[config.mk]
export PLATFORM = sky130hd
export DESIGN_NAME = uniq_rand_draw
export DESIGN_NICKNAME = d
export VERILOG_FILES = /design/src/rtl/uniq_rand_draw.sv
export SDC_FILE = /design/constraint.sdc
export NUM_CORES = 1
export LEC_CHECK = 0
export CAP_MARGIN = 25
export CORE_ASPECT_RATIO = 1.1
export CORE_MARGIN = 8
export CORE_UTILIZATION = 54
export CTS_BUF_LIST = sky130_fd_sc_hd__clkbuf_8
export CTS_CLUSTER_DIAMETER = 40
export DETAILED_ROUTE_END_ITERATION = 12
export PLACE_DENSITY = 0.71
export SLEW_MARGIN = 20
export SYNTH_ARGS = -nofsm -noshare
export SYNTH_HDL_FRONTEND = slang
export SYNTH_SLANG_ARGS = --single-unit
[constraint.sdc]
create_clock -name clk -period 8.6 [get_ports clk]
set_input_delay 2.58 -clock clk [delete_from_list [all_inputs] [get_ports clk]]
set_output_delay 2.58 -clock clk [all_outputs]
set_load 0.02 [all_outputs]
[src/rtl/uniq_rand_draw.sv]
// ---------------------------------------------------------------------------
// uniq_rand_draw
//
// Unique random-number drawer. A free-running Galois LFSR supplies one
// candidate per clock. Each draw request searches for a candidate that lies
// in [RANGE_MIN, RANGE_MAX] and is not yet stored in the DEPTH-entry history.
// The first such candidate is written to the history and reported on
// draw_num. If no acceptable candidate turns up within MAX_TRIES cycles,
// draw_err pulses instead.
//
// Ports:
//   clk        in   1       clock
//   rst_n      in   1       asynchronous active-low reset
//   start      in   1       level; rising edge reseeds LFSR, clears history
//   draw_req   in   1       level; rising edge requests one draw
//   draw_num   out  OUT_W   last accepted value, held until next accept
//   draw_valid out  1       one-cycle pulse when draw_num updates
//   draw_err   out  1       one-cycle pulse on timeout or draw while full
//   busy       out  1       high while searching
//   full       out  1       history holds DEPTH entries
//   count      out  CNT_W   number of valid history entries
//   hist_addr  in   CNT_W   history read index
//   hist_data  out  OUT_W   history[hist_addr], or 0 when hist_addr >= count
//   rand_out   out  LFSR_W  raw LFSR state
// ---------------------------------------------------------------------------
module uniq_rand_draw #(
    parameter int                LFSR_W    = 8,
    parameter logic [LFSR_W-1:0] TAPS      = 8'h71,
    parameter int                SEED      = 20,
    parameter int                OUT_W     = 7,
    parameter int                RANGE_MIN = 1,
    parameter int                RANGE_MAX = 79,
    parameter int                DEPTH     = 40,
    parameter int                MAX_TRIES = 255,
    parameter int                CNT_W     = 6
) (
    input  logic              clk,
    input  logic              rst_n,
    input  logic              start,
    input  logic              draw_req,
    output logic [OUT_W-1:0]  draw_num,
    output logic              draw_valid,
    output logic              draw_err,
    output logic              busy,
    output logic              full,
    output logic [CNT_W-1:0]  count,
    input  logic [CNT_W-1:0]  hist_addr,
    output logic [OUT_W-1:0]  hist_data,
    output logic [LFSR_W-1:0] rand_out
);

    // An all-zero seed would lock the LFSR, so it is replaced by 1.
    localparam logic [LFSR_W-1:0] SEED_VAL = (SEED == 0) ? LFSR_W'(1) : LFSR_W'(SEED);
    localparam logic [OUT_W-1:0]  R_MIN    = OUT_W'(RANGE_MIN);
    localparam logic [OUT_W-1:0]  R_MAX    = OUT_W'(RANGE_MAX);
    localparam logic [CNT_W-1:0]  DEPTH_C  = CNT_W'(DEPTH);
    localparam int                TRY_W    = (MAX_TRIES > 1) ? $clog2(MAX_TRIES) : 1;
    localparam logic [TRY_W-1:0]  TRY_LAST = TRY_W'(MAX_TRIES - 1);

    typedef enum logic {
        IDLE,
        SEARCH
    } state_t;

    state_t             state;
    state_t             next_state;

    logic               start_d;
    logic               draw_d;
    logic               start_edge;
    logic               draw_edge;

    logic [LFSR_W-1:0]  lfsr;
    logic [OUT_W-1:0]   history [DEPTH];
    logic [TRY_W-1:0]   tries;

    logic [OUT_W-1:0]   cand;
    logic               hit;
    logic               in_range;
    logic               accept;

    logic               take_accept;
    logic               take_timeout;
    logic               full_reject;

    // Rising-edge detection against a one-cycle delayed copy of each input.
    always_ff @(posedge clk or negedge rst_n) begin
        if (!rst_n) begin
            start_d <= 1'b0;
            draw_d  <= 1'b0;
        end else begin
            start_d <= start;
            draw_d  <= draw_req;
        end
    end

    assign start_edge = start & ~start_d;
    assign draw_edge  = draw_req & ~draw_d;

    // Free-running Galois LFSR. A zero state is deliberately left stuck until
    // the next start edge reseeds it.
    always_ff @(posedge clk or negedge rst_n) begin
        if (!rst_n) begin
            lfsr <= '0;
        end else if (start_edge) begin
            lfsr <= SEED_VAL;
        end else begin
            lfsr <= {lfsr[LFSR_W-2:0], 1'b0} ^ (lfsr[LFSR_W-1] ? TAPS : '0);
        end
    end

    assign rand_out = lfsr;
    assign cand     = lfsr[OUT_W-1:0];

    // Candidate screening: range check plus a parallel compare against every
    // valid history entry.
    always_comb begin
        hit = 1'b0;
        for (int i = 0; i < DEPTH; i++) begin
            if ((CNT_W'(i) < count) && (history[i] == cand)) begin
                hit = 1'b1;
            end
        end
    end

    assign in_range = (cand >= R_MIN) && (cand <= R_MAX);
    assign accept   = in_range & ~hit;

    // State register.
    always_ff @(posedge clk or negedge rst_n) begin
        if (!rst_n) begin
            state <= IDLE;
        end else begin
            state <= next_state;
        end
    end

    // Next-state logic. A start edge wins over everything, including a
    // draw_req edge in the same cycle and an accept in the same cycle.
    always_comb begin
        next_state   = state;
        take_accept  = 1'b0;
        take_timeout = 1'b0;
        full_reject  = 1'b0;
        if (start_edge) begin
            next_state = IDLE;
        end else begin
            case (state)
                IDLE: begin
                    if (draw_edge) begin
                        if (full) begin
                            full_reject = 1'b1;
                        end else begin
                            next_state = SEARCH;
                        end
                    end
                end
                SEARCH: begin
                    if (accept) begin
                        take_accept = 1'b1;
                        next_state  = IDLE;
                    end else if (tries == TRY_LAST) begin
                        take_timeout = 1'b1;
                        next_state   = IDLE;
                    end
                end
                default: next_state = IDLE;
            endcase
        end
    end

    // Status outputs.
    always_comb begin
        busy = (state == SEARCH);
        full = (count == DEPTH_C);
    end

    // Try counter restarts at zero on every entry into SEARCH because it is
    // held clear in IDLE.
    always_ff @(posedge clk or negedge rst_n) begin
        if (!rst_n) begin
            tries <= '0;
        end else if (state == SEARCH) begin
            tries <= tries + TRY_W'(1);
        end else begin
            tries <= '0;
        end
    end

    // History, count and result registers.
    always_ff @(posedge clk or negedge rst_n) begin
        if (!rst_n) begin
            for (int i = 0; i < DEPTH; i++) begin
                history[i] <= '0;
            end
            count      <= '0;
            draw_num   <= '0;
            draw_valid <= 1'b0;
            draw_err   <= 1'b0;
        end else begin
            draw_valid <= take_accept;
            draw_err   <= take_timeout | full_reject;
            if (start_edge) begin
                for (int i = 0; i < DEPTH; i++) begin
                    history[i] <= '0;
                end
                count <= '0;
            end else if (take_accept) begin
                draw_num <= cand;
                if (count < DEPTH_C) begin
                    for (int i = 0; i < DEPTH; i++) begin
                        if (CNT_W'(i) == count) begin
                            history[i] <= cand;
                        end
                    end
                    count <= count + CNT_W'(1);
                end
            end
        end
    end

    // Combinational history read port; entries past count read as zero.
    always_comb begin
        hist_data = '0;
        for (int i = 0; i < DEPTH; i++) begin
            if ((CNT_W'(i) == hist_addr) && (hist_addr < count)) begin
                hist_data = history[i];
            end
        end
    end

endmodule

=== Word-level counts from Yosys, hierarchy flattened ===
Index checks and enable logic that the tools add are counted.

* Shift-type cells: 0
* Mux-type cells: 146
* Bitwise gates (word level): 10
* Add/sub/neg operators: 2
* Equal/unequal tests: 120
* Multiply operators: 0
* Div/mod/pow operators: 0
* $lt $le $gt $ge: 44
* Reduce and logical (&&, ||, !) cells: 167

{| class="wikitable"
|+ Operators by type and width
! kind !! number
|-
| 280-bit two-way mux || 3
|-
| 7-bit two-way mux || 81
|-
| 7-bit == test || 40
|-
| 5-bit by 6-bit == test with 1-bit output, first input constant || 32
|-
| 3-bit AND reduction || 40
|-
| 4-bit by 6-bit == test with 1-bit output, first input constant || 16
|-
| 6-bit == test, first input constant || 16
|-
| 5-bit by 6-bit < comparator with 1-bit output, first input constant || 16
|-
| 2-bit nonzero test || 42
|-
| 1-bit logical AND || 81
|-
| 1-bit two-way mux || 56
|-
| 3-bit by 6-bit == test with 1-bit output, first input constant || 8
|-
| 4-bit by 6-bit < comparator with 1-bit output, first input constant || 8
|-
| 6-bit < comparator, first input constant || 8
|-
| 2-bit by 6-bit == test with 1-bit output, first input constant || 4
|-
| 3-bit by 6-bit < comparator with 1-bit output, first input constant || 4
|-
| 6-bit two-way mux || 3
|-
| 8-bit two-way mux || 2
|-
| 1-bit by 6-bit == test with 1-bit output, first input constant || 2
|-
| 6-bit zero test || 2
|-
| 1-bit by 6-bit < comparator with 1-bit output, first input constant || 2
|-
| 2-bit by 6-bit < comparator with 1-bit output, first input constant || 2
|-
| 8-bit by 1-bit adder with 8-bit output, second input constant || 1
|-
| 8-bit == test, second input constant || 1
|-
| 12 further kinds || 19
|}

* Memory bits (writable): 0
* Output and inout bits: 32
* Latch bits: 0
* Bits in read-only memories: 0
* Memories kept: 0
* Register bits: 314

=== Depth between registers and ports, before layout ===
* Word-level depth: 49
* Gate-level depth with buffers: 15
* Gate-level depth less buffers: 11

=== Least setup slack after synthesis ===
OpenSTA, ideal clock, no wires.

* Path kind: input to output
* From: input port hist_addr[1]
* To: output port hist_data[4]
* Data required time: 6020 ps
* Setup slack: 843 ps
* Arrival time: 5177 ps
* Path buffers: 6
* Stages on the path: 10
* Path through: clkbuf_1 clkbuf_1 clkbuf_1 clkbuf_1 clkbuf_1 clkbuf_1 nor2_1 a2bb2oi_1 o21ai_0 o21ai_0

* Word-level cells in the longest chain between the ends: 42
* Elaborated cells on any way between the ends: 121
* Classes of those cells: order compare: 1; eq/ne: 39; mux: 40; reduce/logical: 41

{| class="wikitable"
|+ Ends and longest elaborated chain
! item !! line !! source
|-
| start: declaration || 47 || <nowiki>input logic [CNT_W-1:0] hist_addr,</nowiki>
|-
| 6-bit < comparator / 6-bit zero test (equally long branches) || 226 || <nowiki>if ((CNT_W'(i) == hist_addr) && (hist_addr < count)) begin</nowiki>
|-
| 1-bit logical AND || 226 ||
|-
| 7-bit two-way mux (39 in a row) || 226 ||
|-
| 7-bit two-way mux * || 226 ||
|-
| end: declaration || 48 || <nowiki>output logic [OUT_W-1:0] hist_data,</nowiki>
|}

Mark *: on every way between the ends. The rest lies on a longest branch, timed or not.

=== Worst setup path after layout ===
* From: input port hist_addr[3]
* To: output port hist_data[4]

The elaborated chain is that of the path after synthesis.

==> results.toml <==
[route]
drcViolationCount = 0
wl_per_cell_um = 31.34
dr_total_vias = 18240
ant_nets = 0
dr.pass1.iters = 6
drtIter0Drc = 2216
routed_wl_um = 85120
via_per_inst = 6.717

[power_and_ir_drop]
power_frac_seq_pct = 34.3
leakage_nw = 10.46
switching_power_mw = 2.032
pwr-share-comb_pct = 33.0
p_total_mw = 5.108
ir_worst_vdd_v = 0.0001440
swShare_pct = 39.78
p_clk_share_pct = 32.7
p_int_mw = 3.076
p_per_area_mw_per_mm2 = 224.3

[sta]
slew_violations = 0
whs_ns = 0.5044
fin_ws_ns = 0.2086
setup_violations = 0
finalCriticalPeriod_ns = 8.391
fmaxAchievable_mhz = 119.2
fin_tns_setup_ns = 0
hold_viol = 0
finalCritPeriodShare_pct = 97.57
tightest_slew_ns = 1.032
fin_worst_skew_ns = 0.03890
rsz0062_at_grt = "false"
max_slew_margin_pct = 30.54

[setup_path]
reg2reg_depth = 10
critical_path_arrival_ns = 5.81
reg2reg_slack_ns = 2.91
cpMostUsedCell = "buf_4"
max_stage_delay_ns = 0.56
cp-end-kind = "output pin"
worstPathCellList = "clkdlybuf4s50_1 -> buf_4 -> buf_4 -> nand2b_1 -> o221ai_1 -> a21oi_1 -> a221oi_1 -> o31a_1 -> o21ai_0 -> buf_4 -> a2111oi_1 -> buf_4 -> o21ai_0 -> dlymetal6s2s_1"
r2r-end = "history[58]"
cpMaxStageDelayCell = "clkdlybuf4s50_1"
required_ns = 6.02
cp_max_fo = 15
rr_startpoint = "rand_out[3]"
start_kind = "primary input"
critPathKind = "primary input to output pin"

[global_route]
grt_max_degree = 135
grt_pass1_wl_um = 123600
grt_usage_pct = 37.85
grt_pass1_vias = 18100
overflow = 0
antenna_found_initial = 3

[die]
initial_core_util_pct = 54.63
fp.dieH_um = 219.0
io_pins = 42
die_w_um = 200.6
coreArea_mm2 = 0.03704
die_area_mm2 = 0.04392
core.rowCount = 74

[place]
dp.final_hpwl_um = 58230
gp_congestion = 1.089
place_ws_ns = -0.08498
port_buffers = 41
placed_area_mm2 = 0.02136
placed_cells = 2605

[yosys]
synth_enable_flop_cells = 0
synthCells = 2142
synth-main-ff-cell = "dfrtp_1"
synth_seq_cells = 314
yosysWarnings = 0
seq_area_frac_synth_pct = 38.84
syn_nets = 2162
synthDistinctLibCells = 80
ys_async_sr_fraction_pct = 100.0
syn_area_per_cell_um2 = 9.445
syn-cell-area_mm2 = 0.02023

[cts]
h-tree-depth = 2
cts_made_buffers = 58
postCtsHoldBufs = 0
root_buffer = "clkbuf_8"
cts_tree = "yes"
clock_path_buffers = 3
cts_setup_buffers = 0
clock_sinks = 314
clk_latency_ns = 0.68
clk_pin_slew_worst_paths_ns = 0.06

[min_path]
hold_depth = 1
min_from = "draw_num[5]"
worstHoldEndpoint = "draw_num[5]"
hold_path.class = "flop to flop"

[cells_and_area]
final_common_cell = "nand2_1"
drive_above_1_share_pct = 13.47
syn2layout_area_growth_pct = 12.59
postLayoutCellArea_mm2 = 0.02278
final_cell_mix = "nand2_1, dfrtp_1, mux2i_1"
nFillCells = 3241
final_cells = 2716
fin_util_pct = 61.50
fin_nets = 2191

[flow_run]
cap_violations = 0

[status]
status = "finished, final reports clean"
[logic make-up after synthesis]
| kind of cell | after synthesis | share of synthesized area, % |
|---|---|---|
| flops | 314 | 38.84 |
| simple gates | 662 | 15.41 |
| xor+xnor | 289 | 12.51 |
| mux | 331 | 17.01 |
| compound gates | 325 | 10.87 |
| buf+inv | 210 | 4.694 |
| fa+ha+maj | 11 | 0.6679 |
[registers in the layout, summed over array words and instances, names as in the netlist]
| signal | count |
|---|---|
| draw_err | 1 |
| draw_d | 1 |
| count | 6 |
| draw_valid | 1 |
| start_d | 1 |
| history | 280 |
| busy | 1 |
| rand_out | 8 |
| draw_num | 7 |
| tries | 8 |
[cell type report]
type                       instances  area, um2  area share [%]
clock buffer                      81       1115           4.895
antenna                            3      7.507         0.03296
sequential                       314       7866           34.54
timing repair buffer             159       1371           6.021
multi-input combinational       1618      11480           50.39
clock inverter                    27      246.5           1.082
inverter                          20      75.07          0.3296
tap                              494      618.1           2.714
[critical path, delay by kind of cell]
kind / cells / cell delay, ns
compound gates: 7 / 1.48
buf+inv: 6 / 1.59
simple gates: 1 / 0.15
[worst max path at each step]
stage / startpoint / end / depth (start not counted)
after floorplan: hist_addr[1] / hist_data[4] / 10
after global placement: hist_addr[3] / hist_data[4] / 13
after detailed placement: hist_addr[3] / hist_data[4] / 13
after CTS: hist_addr[0] / hist_data[1] / 11
after global routing: hist_addr[5] / hist_data[6] / 14
final: hist_addr[3] / hist_data[4] / 14
[routing by layer]
| metal | share of wire (%) | wire [um] | GRT usage [%] |
|---|---|---|---|
| met1 | 38 | 32290 | 47.18 |
| met5 | 0.013 | 11 | 0 |
| met3 | 9.6 | 8181 | 8.319 |
| met4 | 7.2 | 6160 | 25.50 |
| met2 | 45 | 38480 | 58.84 |
[Yosys cell counts, drive strengths merged, types with 14 or more instances]
cell | instances | share of area [%]
a211oi | 21 | 0.80
a21oi | 59 | 1.5
buf | 77 | 2.2
clkbuf | 113 | 2.1
dfrtp | 314 | 39
inv | 20 | 0.37
mux2 | 22 | 1.2
mux2i | 301 | 15
nand2 | 364 | 6.8
nand3 | 42 | 1.2
nand4 | 43 | 1.3
nor2 | 65 | 1.4
nor2b | 14 | 0.43
nor3 | 30 | 0.82
nor4 | 34 | 1.1
o211ai | 14 | 0.54
o21ai | 76 | 1.9
o22ai | 28 | 0.87
or3 | 15 | 0.46
xnor2 | 179 | 7.7
xor2 | 110 | 4.8
[power by group through the flow]
stage	sequential, mW	combinational, mW	clock [mW]
2_1_floorplan	1.65	1.07	0
3_3_place_gp	1.76	1.60	0
3_5_place_dp	1.77	1.63	0
4_1_cts	1.74	1.64	1.67
5_1_grt	1.75	1.74	1.74
6_report	1.75	1.69	1.67
[timing repair]
action / in CTS / in global routing
pin swaps: 0 / 1
hold endpoints to repair: 0 / 0
resized for setup: 2 / 15
endpoints found under the setup margin: 1 / 7
Note: power is estimated with default switching activity, not from simulation.
